**config.mk**
```make
export PLATFORM = sky130hd
export DESIGN_NAME = gshare_predictor
export DESIGN_NICKNAME = d
export VERILOG_FILES = /design/src/rtl/bp_pkg.sv /design/src/rtl/gshare_idx_fifo.sv /design/src/rtl/gshare_predictor.sv
export SDC_FILE = /design/constraint.sdc
export NUM_CORES = 2
export LEC_CHECK = 0
export CAP_MARGIN = 20
export CORE_MARGIN = 2
export CORE_UTILIZATION = 35
export DETAILED_ROUTE_END_ITERATION = 8
export MAX_ROUTING_LAYER = met4
export PLACE_DENSITY_LB_ADDON = 0.3
export SETUP_SLACK_MARGIN = 0.05
export SLEW_MARGIN = 5
export SYNTH_ARGS = -nofsm -noshare
export SYNTH_HDL_FRONTEND = slang
export SYNTH_SLANG_ARGS = --single-unit
```
**constraint.sdc**
```tcl
create_clock -name clk -period 96.2 [get_ports clk]
set_input_delay 19.24 -clock clk [delete_from_list [all_inputs] [get_ports clk]]
set_output_delay 19.24 -clock clk [all_outputs]
set_load 0.005 [all_outputs]
```
**src/rtl/bp_pkg.sv**
```systemverilog
// Shared branch-predictor types: PHT counter, predictor FSM states and
// the saturating counter update.
package bp_pkg;

    typedef logic [1:0] pht_ctr_t;

    localparam pht_ctr_t PHT_WEAK_NT = 2'b01;

    typedef enum logic {
        INIT,
        READY
    } gshare_state_t;

    // 2-bit saturating counter: TAKEN counts up to 11, NOT TAKEN down to 00.
    function automatic pht_ctr_t sat_update(input pht_ctr_t ctr, input logic taken);
        pht_ctr_t res;
        res = ctr;
        if (taken && (ctr != 2'b11)) begin
            res = ctr + 2'b01;
        end else if (!taken && (ctr != 2'b00)) begin
            res = ctr - 2'b01;
        end
        return res;
    endfunction

endpackage

```
**src/rtl/gshare_idx_fifo.sv**
```systemverilog
// In-order FIFO of PHT indices awaiting resolution. Occupancy counter decides
// full/empty; clear wins over push, and a pop may coincide with clear.
module gshare_idx_fifo #(
    parameter int unsigned WIDTH = 10,
    parameter int unsigned DEPTH = 8
) (
    input  logic                     clk,
    input  logic                     rst_n,
    input  logic                     push,
    input  logic [WIDTH-1:0]         data,
    input  logic                     pop,
    input  logic                     clear,
    output logic [WIDTH-1:0]         head,
    output logic [$clog2(DEPTH):0]   count,
    output logic                     full,
    output logic                     empty
);

    localparam int unsigned PTR_W = $clog2(DEPTH);
    localparam int unsigned CNT_W = PTR_W + 1;

    logic [WIDTH-1:0] mem [DEPTH];
    logic [PTR_W-1:0] rd_ptr;
    logic [PTR_W-1:0] wr_ptr;
    logic             do_push;
    logic             do_pop;

    assign full    = (count == CNT_W'(DEPTH));
    assign empty   = (count == '0);
    assign do_push = push && !full && !clear;
    assign do_pop  = pop && !empty;
    assign head    = mem[rd_ptr];

    // Pointers wrap modulo DEPTH (power of two).
    always_ff @(posedge clk or negedge rst_n) begin
        if (!rst_n) begin
            rd_ptr <= '0;
            wr_ptr <= '0;
            count  <= '0;
        end else if (clear) begin
            rd_ptr <= '0;
            wr_ptr <= '0;
            count  <= '0;
        end else begin
            if (do_push) begin
                wr_ptr <= wr_ptr + PTR_W'(1);
            end
            if (do_pop) begin
                rd_ptr <= rd_ptr + PTR_W'(1);
            end
            count <= count + CNT_W'(do_push) - CNT_W'(do_pop);
        end
    end

    always_ff @(posedge clk) begin
        if (do_push) begin
            mem[wr_ptr] <= data;
        end
    end

endmodule

```
**src/rtl/gshare_predictor.sv**
```systemverilog
// Gshare direction predictor: PC xor global history indexes a PHT of 2-bit
// counters; prediction indices are queued so training hits the same entry.
module gshare_predictor
    import bp_pkg::*;
#(
    parameter int unsigned HISTORY_SIZE = 64,
    parameter int unsigned INDEX_BITS   = 10,
    parameter int unsigned FIFO_DEPTH   = 8
) (
    input  logic                          clk,
    input  logic                          rst_n,
    input  logic [HISTORY_SIZE-1:0]       history,
    input  logic                          pred_req_valid,
    input  logic [31:0]                   pred_req_pc,
    output logic                          pred_ready,
    output logic                          pred_valid,
    output logic                          pred_taken,
    input  logic                          upd_valid,
    input  logic                          upd_outcome,
    input  logic                          flush,
    output logic [$clog2(FIFO_DEPTH):0]   outstanding,
    output logic                          upd_underflow
);

    localparam int unsigned PHT_ENTRIES = 1 << INDEX_BITS;

    gshare_state_t         state;
    gshare_state_t         state_next;
    logic [INDEX_BITS-1:0] init_idx;
    logic [INDEX_BITS-1:0] init_idx_next;

    pht_ctr_t              pht [PHT_ENTRIES];
    logic                  wr_en;
    logic [INDEX_BITS-1:0] wr_idx;
    pht_ctr_t              wr_data;

    logic [INDEX_BITS-1:0] idx;
    logic [INDEX_BITS-1:0] head;
    logic                  fifo_full;
    logic                  fifo_empty;
    logic                  accept;
    logic                  upd;
    logic                  pop;
    logic                  unused_bits;

    assign idx         = pred_req_pc[INDEX_BITS+1:2] ^ history[INDEX_BITS-1:0];
    assign unused_bits = ^{pred_req_pc[31:INDEX_BITS+2], pred_req_pc[1:0], history};

    // pred_ready sees the registered occupancy, so a same-cycle pop cannot relieve a full FIFO.
    assign pred_ready = (state == READY) && !flush && !fifo_full;
    assign accept     = pred_req_valid && pred_ready;
    assign upd        = upd_valid && (state == READY);
    assign pop        = upd && !fifo_empty;

    gshare_idx_fifo #(
        .WIDTH (INDEX_BITS),
        .DEPTH (FIFO_DEPTH)
    ) u_idx_fifo (
        .clk   (clk),
        .rst_n (rst_n),
        .push  (accept),
        .data  (idx),
        .pop   (pop),
        .clear (flush),
        .head  (head),
        .count (outstanding),
        .full  (fifo_full),
        .empty (fifo_empty)
    );

    always_ff @(posedge clk or negedge rst_n) begin
        if (!rst_n) begin
            state    <= INIT;
            init_idx <= '0;
        end else begin
            state    <= state_next;
            init_idx <= init_idx_next;
        end
    end

    // INIT sweeps every PHT entry to weak-NT; READY owns the single training write port.
    always_comb begin
        state_next    = state;
        init_idx_next = init_idx;
        wr_en         = 1'b0;
        wr_idx        = init_idx;
        wr_data       = PHT_WEAK_NT;
        case (state)
            INIT: begin
                wr_en         = 1'b1;
                init_idx_next = init_idx + INDEX_BITS'(1);
                if (&init_idx) begin
                    state_next = READY;
                end
            end
            READY: begin
                if (pop) begin
                    wr_en   = 1'b1;
                    wr_idx  = head;
                    wr_data = sat_update(pht[head], upd_outcome);
                end
            end
            default: begin
                state_next    = INIT;
                init_idx_next = '0;
            end
        endcase
    end

    always_ff @(posedge clk) begin
        if (wr_en) begin
            pht[wr_idx] <= wr_data;
        end
    end

    // Lookup reads the pre-write counter, giving read-before-write on index collisions.
    always_ff @(posedge clk or negedge rst_n) begin
        if (!rst_n) begin
            pred_valid    <= 1'b0;
            pred_taken    <= 1'b0;
            upd_underflow <= 1'b0;
        end else begin
            pred_valid <= accept;
            if (accept) begin
                pred_taken <= pht[idx][1];
            end
            if (upd && fifo_empty) begin
                upd_underflow <= 1'b1;
            end
        end
    end

endmodule

```
Yosys cells after proc, flatten, opt, wreduce, memory -nomap -nowiden

Memory sizes are Yosys's and may differ from the RTL's. A register that Yosys moved wholly into a read port is not among the register bits.
Cells that the tools add are included.

Bits in read-only memories: 0
Bits in registers: 23
Memories: 2
Memory bits (writable): 2128
Bits of input ports: 102
Bits in latches: 0

Memory list:

| name           | words | width | rd ports | clocked after Yosys merged registers in | wr ports | line                   | RTL |
|---|---|---|---|---|---|---|---|
| pht            | 1024  | 2     | 2        | 1                                       | 1        | gshare_predictor.sv:32 | `pht_ctr_t pht [PHT_ENTRIES];` |
| u_idx_fifo.mem | 8     | 10    | 1        | 0                                       | 1        | gshare_idx_fifo.sv:22  | `logic [WIDTH-1:0] mem [DEPTH];` |

$mul: 0
$lt $le $gt $ge: 0
Reductions and logical operators: 21
Shifts and indexed selects: 0
Bitwise gates (word level): 2
Div/mod/pow operators: 0
Muxes and demuxes: 19
Equal/unequal tests: 2
$add $sub $neg: 7

Operators by type and width:

| operator                                          | count |
|---|---|
| 2-to-1 mux 10 bit                                 | 2 |
| 2-to-1 mux 3 bit                                  | 4 |
| logical AND 1 bit                                 | 11 |
| adder 10 x 1 -> 10 bit (second input constant)    | 1 |
| AND reduction 10 bit                              | 1 |
| XOR 10 bit                                        | 1 |
| 2-to-1 mux 2 bit                                  | 4 |
| 2-to-1 mux 1 bit                                  | 7 |
| adder 3 x 1 -> 3 bit (second input constant)      | 2 |
| nonzero test 2 bit                                | 3 |
| logical NOT 1 bit                                 | 5 |
| adder 4 x 1 -> 4 bit                              | 1 |
| == test 4 bit (second input constant)             | 1 |
| logical NOT 4 bit                                 | 1 |
| 2-to-1 mux 4 bit                                  | 1 |
| subtractor 4 x 1 -> 4 bit                         | 1 |
| adder 2 x 1 -> 2 bit (second input constant)      | 1 |
| != test 2 bit (second input constant)             | 1 |
| one-hot mux 1 bit (2 select lines)                | 1 |
| subtractor 2 x 1 -> 2 bit (second input constant) | 1 |
| inverter 1 bit                                    | 1 |

Depth between registers and ports, before layout

Depth in word-level cells: 9
Depth in mapped cells: 22

Cells and area by module

From an unflattened synthesis, not the netlist that was laid out.

Cell total of the unflattened synthesis: 5509
Area, all modules: 96187.3 um2

By module, submodules not included:

| module           | cells each | area each (um2) | instances | seq. area each (um2) |
|---|---|---|---|---|
| gshare_predictor | 5320       | 92439.9         | 1         | 61849.3 |
| gshare_idx_fifo  | 189        | 3747.3          | 1         | 2652.5 |

Worst setup path before layout

No wires, ideal clock.

Path kind: input to register
Start: in upd_valid
End: mem pht[0][0] in the netlist's numbering, data pin
Required time: 90.281 ns
Path buffers: 1
Arrival: 48.338 ns
Stages: 4
Slack: 41.944 ns
Library setup time: 5.919 ns
Cells stage by stage: nand3_1 > clkbuf_1 > nor3_1 > mux2i_1

Word-level cells in the longest chain between the ends: 4

RTL lines:

| element           | line                   | RTL |
|---|---|---|
| from (decl)       | gshare_predictor.sv:18 | `input logic upd_valid,` |
| logical AND 1 bit | gshare_predictor.sv:52 | `assign upd = upd_valid && (state == READY);` |
| logical AND 1 bit | gshare_predictor.sv:53 | `assign pop = upd && !fifo_empty;` |
| 2-to-1 mux 2 bit  | gshare_predictor.sv:97 | `if (pop) begin` |
| 2-to-1 mux 2 bit  | gshare_predictor.sv:88 | `case (state)` |
| via wr_data[0]    | gshare_predictor.sv:35 | `pht_ctr_t wr_data;` |
| to (decl)         | gshare_predictor.sv:32 |  |

The timed path passes the listed nets, and every way through them passes these cells.

Worst setup path in the final report

Start: in flush
End: out pred_ready

Word-level cells in the longest chain between the ends: 3

RTL lines:

| element                         | line                   | RTL |
|---|---|---|
| from (decl)                     | gshare_predictor.sv:20 | `input logic flush,` |
| logical NOT 1 bit               | gshare_predictor.sv:50 | `assign pred_ready = (state == READY) && !flush && !fifo_full;` |
| logical AND 1 bit (2 in series) | gshare_predictor.sv:50 |  |
| to (decl)                       | gshare_predictor.sv:15 | `output logic pred_ready,` |

Every way passes these cells.

==> reports/metrics.yaml <==
pwr:
  switching_share: 0.208
  powerDensity_nw_per_um2: 17.3
  combinationalPowerShare: 0.020
  internal-power_mw: 1.52
  max-vdd-ir-drop_mv: 0.0148
  pwr-share-clk: 0.450
  switchingPower_uw: 398
  finalPower_mw: 1.92
  pwr-share-seq: 0.530
  power_leakage_nw: 33.5
setup_path:
  path_buf_inv: 2
  crit_path_max_incr_delay_ns: 0.59
  cpMostUsedCell: "clkdlybuf4s50_1"
  slowest_stage: "clkdlybuf4s50_1"
  crit_type: "in -> out"
  end_kind: "output pin"
  start_kind: "primary input"
  critical_path.max_fanout: 11
  required_ns: 76.96
  crit_arrival_ns: 20.77
  crit_chain: "clkdlybuf4s50_1, nand2b_1, a21oi_1, clkdlybuf4s50_1"
  crit_family: "buffers and inverters"
global_routing:
  grt_antenna_before_repair: 14
  grt_usage: 0.238
  grt_pass1_wl_um: 477000
  grt_max_degree: 237
  grt_remaining_overflow: 0
  grt_pass1_vias: 64439
floorplan:
  start_util: 0.352
  core-area_sq_um: 280000
  io-pin-count: 110
  design.die.area_sq_um: 286000
  placementRows: 194
  die_w_um: 535
  die_y_um: 535
sta:
  rsz0062_at_grt: "false"
  setup_slack_ns: 56.19
  fin_tns_setup_ns: 0
  hold_viol_final: 0
  relSlewSlack: 0.155
  slew_viol_final: 0
  period_share: 0.416
  finalCriticalPeriod_ns: 40.01
  setup_viol: 0
  whs_ns: 0.475
  tightestPinTransition_ns: 1.26
  finClkSkew_ns: 0.0443
  max_clock_freq_mhz: 25.0
routing:
  first_pass_iters: 5
  via_per_inst: 6.03
  drc: 0
  antenna_left: 0
  first_iter_violations: 9861
  wl_per_cell_um: 30.8
  vias: 66052
  wirelength_um: 337000
hold_path:
  hold_path_class: "reg -> reg"
placement:
  place_area_sq_um: 104000
  io_buffer_count: 33
  dp_slack_ns: 56.18
  hpwl_um: 183000
  dp.cells: 10521
  place_congestion: 0.846
clock_network:
  cts_buffer_depth: 3
  worstSkewPairLatency_ns: 0.90
  clock-sinks: 2152
  cts_root_buf: "clkbuf_16"
  ctsResizeCount: 0
  postCtsSetupBuffers: 0
  cts.clk_slew.worst_paths_ns: 0.06
  tritoncts: "yes"
  numCtsBuffers: 223
  postCtsHoldBufs: 0
  cts-htree-levels: 4
finish:
  finalNonFillerCells: 10956
  fin_util: 0.396
  design_area_sq_um: 111000
  design.final.nets: 7142
  area_growth_pct: 12.5
  drive_gt1_frac: 0.157
  fillers: 25958
logic_synthesis:
  ys_seq_area_frac: 0.655
  syn_area_sq_um: 98500
  synth_edf_count: 2128
  yosysWarnings: 0
  syn_nets: 7284
  ys.flop_type: "edfxtp_1"
  netlist_instances: 7170
  yosysUniqueCellTypes: 72
  synthArstFlopShare: 0.0112
  postSynthAreaPerCell_sq_um: 13.7
  ys_seq_elements: 2152
status:
  outcome: "finished clean"
flow_run:
  max-cap-violations: 0
layout by cell type, fill, tap and decap left out, drive strengths merged, types with 15 or more instances in the layout:
| master | instances |
|---|---|
| nand3 | 408 |
| mux2i | 257 |
| a32oi | 19 |
| nand2 | 1282 |
| a31oi | 21 |
| a22oi | 26 |
| buf | 219 |
| dfrtp | 24 |
| diode | 17 |
| nor3 | 30 |
| and3 | 132 |
| nor2 | 1094 |
| a21oi | 38 |
| bufinv | 22 |
| clkinv | 114 |
| edfxtp | 2128 |
| or3 | 36 |
| mux4 | 491 |
| clkbuf | 260 |
| mux2 | 22 |
| o21ai | 44 |
| inv | 30 |
| xnor2 | 15 |
| a221oi | 43 |
| a311oi | 237 |
| clkdlybuf4s50 | 33 |
| nand4 | 24 |
routing by layer:
metal	GRT usage	up-vias	routed length, um
met5	-	-	0
met4	0.0949	0	14100
met3	0.0515	639	36300
met2	0.358	3987	154000
met1	0.315	34443	133000
li1	-	26983	-
final timing paths:
| path | slack [ns] | cells past startpoint | end | from |
|---|---|---|---|---|
| max in group asynchronous | 77.19 | 2 | init_idx[7]$_DFFE_PN0N_ | rst_n |
| max reg2reg | 84.35 | 22 | pht[45][1]$_DFFE_PP_ | u_idx_fifo.rd_ptr[2]$_DFFE_PN0P_ |
| min reg2reg | 0.48 | 1 | upd_underflow$_DFFE_PN0P_ | upd_underflow$_DFFE_PN0P_ |
| min | 0.48 | 1 | upd_underflow$_DFFE_PN0P_ | upd_underflow$_DFFE_PN0P_ |
| min in group asynchronous | 18.73 | 2 | init_idx[9]$_DFFE_PN0N_ | rst_n |
| max | 56.19 | 4 | pred_ready | flush |
kinds of logic (layout without fill, tap and decap cells):
| logic type | count (synthesis) | count (layout) | share of synthesized area |
|---|---|---|---|
| AO/OA/AOI/OAI | 527 | 527 | 0.0430 |
| XOR/XNOR | 24 | 24 | 0.00213 |
| adder cells (fa/ha/maj) | 12 | 12 | 0.00160 |
| buffers and inverters | 641 | 686 | 0.0301 |
| flip-flops | 2152 | 2152 | 0.655 |
| multiplexers | 770 | 770 | 0.141 |
| other | 0 | 17 | 0 |
| AND/OR/NAND/NOR | 3044 | 3044 | 0.128 |
Yosys cell counts (12+ instances only):
cell / number / area share
a32oi_1: 19 / 0.0017
edfxtp_1: 2128 / 0.65
a31oi_1: 21 / 0.0013
nand2_1: 1282 / 0.049
buf_4: 27 / 0.0021
inv_1: 19 / 0.00072
nand3_1: 407 / 0.021
buf_1: 77 / 0.0029
and3_1: 132 / 0.0084
a221oi_1: 42 / 0.0037
clkbuf_1: 280 / 0.011
a311oi_1: 237 / 0.021
dfrtp_1: 24 / 0.0061
mux2_2: 17 / 0.0019
a22oi_1: 26 / 0.0020
mux2i_1: 257 / 0.026
a21oi_1: 38 / 0.0019
xnor2_1: 15 / 0.0013
or3_1: 36 / 0.0023
o21ai_1: 12 / 0.00061
mux4_2: 491 / 0.11
o21ai_0: 31 / 0.0016
buf_6: 26 / 0.0030
o311ai_0: 12 / 0.0011
nor2_1: 1094 / 0.042
nand4_1: 24 / 0.0015
nor3_1: 30 / 0.0015
buf_2: 209 / 0.011
power by group through the flow:
stage	registers, mW	logic [mW]	clock network [mW]
after floorplan	1.04	0.0238	0
after global placement	1.04	0.0384	0
after detailed placement	1.04	0.0386	0
after CTS	1.02	0.0386	0.869
after global routing	1.01	0.0399	0.905
final	1.02	0.0388	0.862
layout make-up:
| cell class | count | area, sq um | share of cell area |
|---|---|---|---|
| tap | 3724 | 4660 | 0.0420 |
| antenna | 17 | 42.5 | 0.000384 |
| multi-input combinational | 4377 | 31800 | 0.287 |
| clock inverter | 152 | 1370 | 0.0124 |
| clock buffer | 260 | 5810 | 0.0524 |
| sequential | 2152 | 64500 | 0.582 |
| inverter | 22 | 82.6 | 0.000745 |
| timing repair buffer | 252 | 2560 | 0.0231 |
flip-flops by register name (all words and copies together), names as in the netlist:
name	cells
init_idx	10
pht	2048
pred_taken	1
pred_valid	1
state	1
u_idx_fifo.count	4
u_idx_fifo.mem	80
u_idx_fifo.rd_ptr	3
u_idx_fifo.wr_ptr	3
upd_underflow	1
worst reg2reg max path: cells and delay by family, from the launching register on:
family	cells	cell delay, ns
compound gates	6	2.09
mux	2	1.56
fa+ha+maj	1	0.25
buf+inv	10	6.63
flops	1	0.32
simple gates	3	0.59
(Power assumes the default switching activity.)
